$ cat src/rtl/mem_arb_pkg.sv
// Shared types and constants for the memory port arbiter.
// Holds the arbiter state enum, default bus widths and word size.
package mem_arb_pkg;

  localparam int AW_DEF     = 32;
  localparam int DW_DEF     = 32;
  localparam int WORD_BYTES = 4;

  typedef enum logic [1:0] {
    IDLE,
    IF_ACC,
    X_ACC1,
    X_ACC2
  } arb_state_t;

endpackage

$ cat src/rtl/mem_arb_wdog.sv
// Watchdog for the arbiter memory port (built only with MEM_ARB_TMO_EN).
// Ports: clk_i, rst_i (sync, active-low), req_i, ack_i, expire_o.
`ifdef MEM_ARB_TMO_EN
module mem_arb_wdog #(
  parameter int TMO_CYC = 255
) (
  input  logic clk_i,
  input  logic rst_i,
  input  logic req_i,
  input  logic ack_i,
  output logic expire_o
);

  localparam int CW = $clog2(TMO_CYC + 1);

  logic [CW-1:0] cnt_q;

  // Fires on the TMO_CYC-th consecutive request cycle without ack.
  assign expire_o = req_i & ~ack_i
                  & (cnt_q == CW'(TMO_CYC - 1));

  always_ff @(posedge clk_i) begin
    if (!rst_i) begin
      cnt_q <= '0;
    end else if (!req_i || ack_i || expire_o) begin
      cnt_q <= '0;
    end else begin
      cnt_q <= cnt_q + 1'b1;
    end
  end

endmodule
`endif

$ cat src/rtl/mem_port_arb.sv
// Arbitrates fetch and execute requests onto one memory port.
// Ports: clk_i, rst_i (sync, active-low); fetch if_*; execute x_*;
// memory mem_*; hazards stall_fetch_o, stall_decode_o and, with
// MEM_ARB_TMO_EN defined, timeout_o plus a no-ack watchdog.
module mem_port_arb
  import mem_arb_pkg::*;
#(
  parameter int AW      = AW_DEF,
  parameter int DW      = DW_DEF,
  parameter int TMO_CYC = 255
) (
  input  logic          clk_i,
  input  logic          rst_i,
  input  logic          if_req_i,
  input  logic [AW-1:0] if_addr_i,
  output logic [DW-1:0] if_rdata_o,
  output logic          if_valid_o,
  input  logic          x_req_i,
  input  logic          x_we_i,
  input  logic          x_two_i,
  input  logic [AW-1:0] x_addr_i,
  input  logic [DW-1:0] x_wdata_i,
  output logic [DW-1:0] x_rdata_o,
  output logic          x_done_o,
  output logic          mem_req_o,
  output logic          mem_we_o,
  output logic [AW-1:0] mem_addr_o,
  output logic [DW-1:0] mem_wdata_o,
  input  logic          mem_ack_i,
  input  logic [DW-1:0] mem_rdata_i,
  output logic          stall_fetch_o,
  output logic          stall_decode_o
`ifdef MEM_ARB_TMO_EN
  ,
  output logic          timeout_o
`endif
);

  arb_state_t    state_q, state_d;
  logic          two_q, two_d;
  logic          req_d, we_d;
  logic [AW-1:0] addr_d;
  logic [DW-1:0] wdata_d;
  logic [DW-1:0] if_rdata_d, x_rdata_d;
  logic          if_valid_d, x_done_d;
  logic          acc, arb, in_x;

  // An ack only counts while a request is outstanding.
  assign acc  = mem_req_o & mem_ack_i;
  assign in_x = (state_q == X_ACC1) | (state_q == X_ACC2);

  assign stall_decode_o = rst_i & ~x_done_o & (in_x | x_req_i);
  assign stall_fetch_o  = stall_decode_o
                        | (rst_i & (state_q == IF_ACC) & ~mem_ack_i);

`ifdef MEM_ARB_TMO_EN
  logic tmo_hit;

  mem_arb_wdog #(
    .TMO_CYC (TMO_CYC)
  ) u_wdog (
    .clk_i    (clk_i),
    .rst_i    (rst_i),
    .req_i    (mem_req_o),
    .ack_i    (mem_ack_i),
    .expire_o (tmo_hit)
  );

  always_ff @(posedge clk_i) begin
    if (!rst_i) begin
      timeout_o <= 1'b0;
    end else if (tmo_hit) begin
      timeout_o <= 1'b1;
    end
  end
`endif

  always_comb begin
    state_d    = state_q;
    two_d      = two_q;
    req_d      = mem_req_o;
    we_d       = mem_we_o;
    addr_d     = mem_addr_o;
    wdata_d    = mem_wdata_o;
    if_rdata_d = if_rdata_o;
    x_rdata_d  = x_rdata_o;
    if_valid_d = 1'b0;
    x_done_d   = 1'b0;
    arb        = 1'b0;

    unique case (state_q)
      IDLE: begin
        arb = 1'b1;
      end
      IF_ACC: begin
        if (acc) begin
          if_rdata_d = mem_rdata_i;
          if_valid_d = 1'b1;
          arb        = 1'b1;
        end
      end
      X_ACC1: begin
        if (acc) begin
          if (two_q) begin
            state_d = X_ACC2;
            addr_d  = mem_addr_o + AW'(WORD_BYTES);
          end else begin
            if (!mem_we_o) begin
              x_rdata_d = mem_rdata_i;
            end
            x_done_d = 1'b1;
            arb      = 1'b1;
          end
        end
      end
      X_ACC2: begin
        if (acc) begin
          if (!mem_we_o) begin
            x_rdata_d = mem_rdata_i;
          end
          x_done_d = 1'b1;
          arb      = 1'b1;
        end
      end
      default: begin
        state_d = IDLE;
        req_d   = 1'b0;
        we_d    = 1'b0;
      end
    endcase

    // Re-arbitrate in the completing cycle so back-to-back
    // accesses see no idle bubble; execute has priority.
    if (arb) begin
      if (x_req_i) begin
        state_d = X_ACC1;
        req_d   = 1'b1;
        we_d    = x_we_i;
        addr_d  = x_addr_i;
        wdata_d = x_wdata_i;
        two_d   = x_two_i;
      end else if (if_req_i) begin
        state_d = IF_ACC;
        req_d   = 1'b1;
        we_d    = 1'b0;
        addr_d  = if_addr_i;
      end else begin
        state_d = IDLE;
        req_d   = 1'b0;
        we_d    = 1'b0;
      end
    end

`ifdef MEM_ARB_TMO_EN
    // A stuck access is dropped and its owner released with zero data.
    if (tmo_hit) begin
      state_d = IDLE;
      req_d   = 1'b0;
      we_d    = 1'b0;
      if (state_q == IF_ACC) begin
        if_rdata_d = '0;
        if_valid_d = 1'b1;
      end else begin
        x_rdata_d = '0;
        x_done_d  = 1'b1;
      end
    end
`endif
  end

  always_ff @(posedge clk_i) begin
    if (!rst_i) begin
      state_q     <= IDLE;
      two_q       <= 1'b0;
      mem_req_o   <= 1'b0;
      mem_we_o    <= 1'b0;
      mem_addr_o  <= '0;
      mem_wdata_o <= '0;
      if_rdata_o  <= '0;
      x_rdata_o   <= '0;
      if_valid_o  <= 1'b0;
      x_done_o    <= 1'b0;
    end else begin
      state_q     <= state_d;
      two_q       <= two_d;
      mem_req_o   <= req_d;
      mem_we_o    <= we_d;
      mem_addr_o  <= addr_d;
      mem_wdata_o <= wdata_d;
      if_rdata_o  <= if_rdata_d;
      x_rdata_o   <= x_rdata_d;
      if_valid_o  <= if_valid_d;
      x_done_o    <= x_done_d;
    end
  end

endmodule

$ cat config.mk
export PLATFORM = sky130hd
export DESIGN_NAME = mem_port_arb
export DESIGN_NICKNAME = d
export VERILOG_FILES = /design/src/rtl/mem_arb_pkg.sv /design/src/rtl/mem_arb_wdog.sv /design/src/rtl/mem_port_arb.sv
export SDC_FILE = /design/constraint.sdc
export NUM_CORES = 1
export LEC_CHECK = 0
export ABC_AREA = 1
export CAP_MARGIN = 20
export CORE_ASPECT_RATIO = 1.4
export CORE_MARGIN = 1
export CORE_UTILIZATION = 25
export CTS_CLUSTER_DIAMETER = 50
export DETAILED_ROUTE_END_ITERATION = 12
export PLACE_DENSITY = 0.61
export SYNTH_ARGS = -nofsm -noshare
export SYNTH_HDL_FRONTEND = slang
export SYNTH_SLANG_ARGS = --single-unit
$ cat constraint.sdc
create_clock -name clk_i -period 2.05 [get_ports clk_i]
set_input_delay 0.41 -clock clk_i [delete_from_list [all_inputs] [get_ports clk_i]]
set_output_delay 0.41 -clock clk_i [all_outputs]
set_load 0.01 [all_outputs]
==> summary.md <==
| Metric | Value |
|---|---|
| Status | `completed` |
| R2r endpoint | `mem_addr_o[29]` |
| Critical Path Source Type | `primary input` |
| Flop2flop setup slack | `0.30 ns` |
| Syn_area_per_cell | `6.87 µm²` |
| # Post-CTS Setup Buffers | `0` |
| Hold Slack | `around 0.48 ns` |
| Crit share post-route | `96.2%` |
| Worst skew pair latency | `0.43 ns` |
| Slew @ Worst Pin | `0.888 ns` |
| Root buf cell | `clkbuf_16` |
| DIE HEIGHT | `185 µm` |
| First-pass GRT wire length | `34100 µm` |
| Vias per std cell | `4.45` |
| Relative slew margins | `40.8%` |
| Buffers on Ports | `268` |
| Clock-pin slew on the worst setup and hold paths | `0.06 ns` |
| Filler cell count | `2403` |
| Flops & latches, synth | `around 140` |
| Final Max Tran Viols | `0` |
| Fmax achieved | `~0.5 GHz` |
| Fin crit period | `1.97 ns` |
| PD cells | `883 nW/µm²` |
| Final Non-Filler Cells | `1471` |
| Worst setup EP type | `primary output` |
| IO Pins | `269` |
| DRT iter0 DRCs | `approximately 280` |
| Worst setup endpoint | `stall_fetch_o` |
| Final ANT Viol Nets | `0` |
| Rows | `66` |
| Layout area overhead | `65.1%` |
| Final wirelength | `21500 µm` |
| Final hold vios | `0` |
| CTS tree | `built` |
| Unique masters post-synth | `36` |
| Mapped Area | `5950 µm²` |
| Final Wtd Congestion | `0.902` |
| Vias in the first global route | `6605` |
| Placed inst area | `9220 µm²` |
| Share of cells above drive strength 1 | `8.25%` |
| CP Class | `in -> out` |
| Starting density of the core | `25.6%` |
| Initial antenna violation count | `1` |
| Worst vdd ir | `519 µV` |
| Worst r2r src | `mem_addr_o[7]` |
| Mapped Nets | `around 1000` |
| Finished Cell Area | `9830 µm²` |
| R2R depth | `9` |
| Post-DP HPWL | `around 16000 µm` |
| Die footprint | `about 24000 µm²` |
| Core area | `23300 µm²` |
| Clock Sinks | `135` |
| CP required | `1.64 ns` |
| TritonRoute pass-1 iters | `4` |
| Peak fanout along the critical path | `2` |
| Worst Hold Class | `reg -> reg` |
| CP Launch Point | `x_req_i` |
| Crit path DAT | `around 1.6 ns` |
| Layout net count | `between 1000 and 1500` |
| Vias | `6541` |
| Total GRT Usage | `18.0%` |
| H-tree Lvls | `4` |
| # setup viols final | `0` |
| Drc violations | `0` |
| MaxCap Viol Count | `0` |
| Largest net degree at the start of global routing | `a little over 100` |
| Num CTS Buffers | `17` |
| TNS Setup | `0 ns` |
| Routed WL per cell | `14.6 µm` |
| Worst Skew | `0.0145 ns` |
| Gate Count Post-Synth | `867` |
| Seq/Total Area, Yosys | `45.4%` |
| RSZ-0062 raised after global routing | `no` |
| Maximum root-to-sink buffer count | `2` |
| Placed insts | `1439` |
| Total grt overflow | `0` |
| Die width | `between 100 and 150 µm` |
| Warnings, synthesis | `0` |
| Static leakage | `3.92 nW` |
-- final cells by class --
type,instances,area (µm²),share of cell area [%]
flip-flops and latches,135,2700,27.5
repair buffers,310,3080,31.3
clock buffers,20,467,4.75
multi-input cells,640,2890,29.4
well taps,306,383,3.90
diodes,1,2.50,0.0255
inverters,48,183,1.86
clock inverters,11,124,1.26
-- logic make-up (layout without fill, tap and decap cells) --
| group | Yosys count | after routing | synth area share (%) |
|---|---|---|---|
| buffers and inverters | 92 | 389 | 6.54 |
| xor gates and xnor gates | 7 | 7 | 1.03 |
| and+or+nand+nor | 468 | 468 | 32.0 |
| AOI/OAI and AO/OA | 164 | 164 | 14.8 |
| adders and majority gates | 1 | 1 | 0.210 |
| other | 0 | 1 | 0 |
| DFF | 135 | 135 | 45.4 |
-- critical path: stages --
cell and delay [ns]:
clkdlybuf4s50_1 0.49, inv_1 0.07, a211oi_2 0.26, o21bai_4 0.19, buf_6 0.13
-- where the power goes --
group          internal (W)  switching (W)  leakage (nW)  total, W
clock               0.00188        0.00119         0.284   0.00306
combinational       0.00125        0.00117          2.53   0.00241
sequential          0.00295       0.000240          1.10   0.00320
-- cell usage after synthesis --
master	number	area share (%)
nand3_1	41	3.4
a21oi_1	28	2.4
nand2_1	146	9.2
clkbuf_1	27	1.7
xor2_1	5	0.74
nor3_4	1	0.27
inv_4	1	0.11
o21ai_1	2	0.17
inv_1	46	2.9
nand3b_1	2	0.25
a211oi_1	1	0.13
o21a_1	2	0.25
nor2_2	7	0.74
nand4_1	9	0.95
buf_4	3	0.38
ha_1	1	0.21
nor3_2	1	0.17
buf_6	2	0.38
a31oi_1	4	0.42
o21bai_1	5	0.63
o311ai_0	1	0.15
o21ai_2	2	0.29
nor3_1	7	0.59
nand2_2	1	0.11
o21ai_0	109	9.2
or2_2	2	0.21
clkbuf_2	1	0.084
inv_2	1	0.063
a22oi_1	8	1.0
dfxtp_1	135	45
xnor2_1	2	0.29
buf_2	11	0.92
nand2_4	1	0.19
nor2_1	249	16
nand3_2	1	0.17
o211ai_1	2	0.25
-- flip-flops by register name, indices dropped and copies added, names as in the netlist, 2 cells and up --
register,cells
state_q,2
x_rdata_o,32
if_rdata_o,32
mem_addr_o,32
mem_wdata_o,32
-- routing by layer --
layer	vias up	GRT usage, %	wire, µm
met5	-	0	0
met4	0	8.87	697
met3	41	5.53	1460
met2	212	33.2	11000
met1	2925	18.2	8350
li1	3363	-	-
-- layout by cell type, fill, tap and decap left out, types with 2 or more instances in the layout --
| cell type | instances |
|---|---|
| nand2_1 | 146 |
| o21a_1 | 2 |
| o21ai_1 | 2 |
| a21oi_1 | 28 |
| clkdlybuf4s50_1 | 265 |
| o21ai_0 | 109 |
| inv_1 | 46 |
| nor3_1 | 7 |
| nor2_1 | 249 |
| buf_4 | 35 |
| dfxtp_1 | 135 |
| or2_2 | 2 |
| a31oi_1 | 4 |
| xor2_1 | 5 |
| nor3_4 | 2 |
| nand3b_1 | 2 |
| nand4_1 | 9 |
| o21ai_2 | 2 |
| o211ai_1 | 2 |
| clkinv_4 | 2 |
| o21bai_1 | 4 |
| a22oi_1 | 8 |
| bufinv_16 | 2 |
| nor2_2 | 6 |
| clkbuf_8 | 3 |
| nand3_1 | 41 |
| xnor2_1 | 2 |
| buf_12 | 7 |
| clkbuf_16 | 17 |
| clkinvlp_4 | 3 |
| clkinv_2 | 3 |
-- stage by stage --
stage	total power, W	setup slack (ns)	utilization [%]
2_1_floorplan	0.00427	0.507	-
3_3_place_gp	0.00566	-0.469	39.6
3_5_place_dp	0.00569	-0.469	39.6
4_1_cts	0.00881	0.00827	42.2
5_1_grt	0.00916	0.0251	42.2
6_report	0.00867	0.0779	42.2
-- how the worst min path moves through the flow --
stage / startpoint / end / depth (start not counted)
2_1_floorplan: state_q[0] / state_q[0] / 2
3_3_place_gp: if_rdata_o[18] / if_rdata_o[18] / 2
3_5_place_dp: if_rdata_o[1] / if_rdata_o[1] / 2
4_1_cts: if_rdata_o[25] / if_rdata_o[25] / 2
5_1_grt: if_rdata_o[5] / if_rdata_o[5] / 2
6_report: if_rdata_o[25] / if_rdata_o[25] / 2
-- timing repair --
item / CTS / global route
gates cloned: 0 / 0
hold buffers: 0 / 0
pin swaps: 1 / 1
endpoints found under the hold margin: 0 / 0
endpoints found under the setup margin: 2 / 2
gates resized for setup: 7 / 4
(Power assumes the default switching activity.)
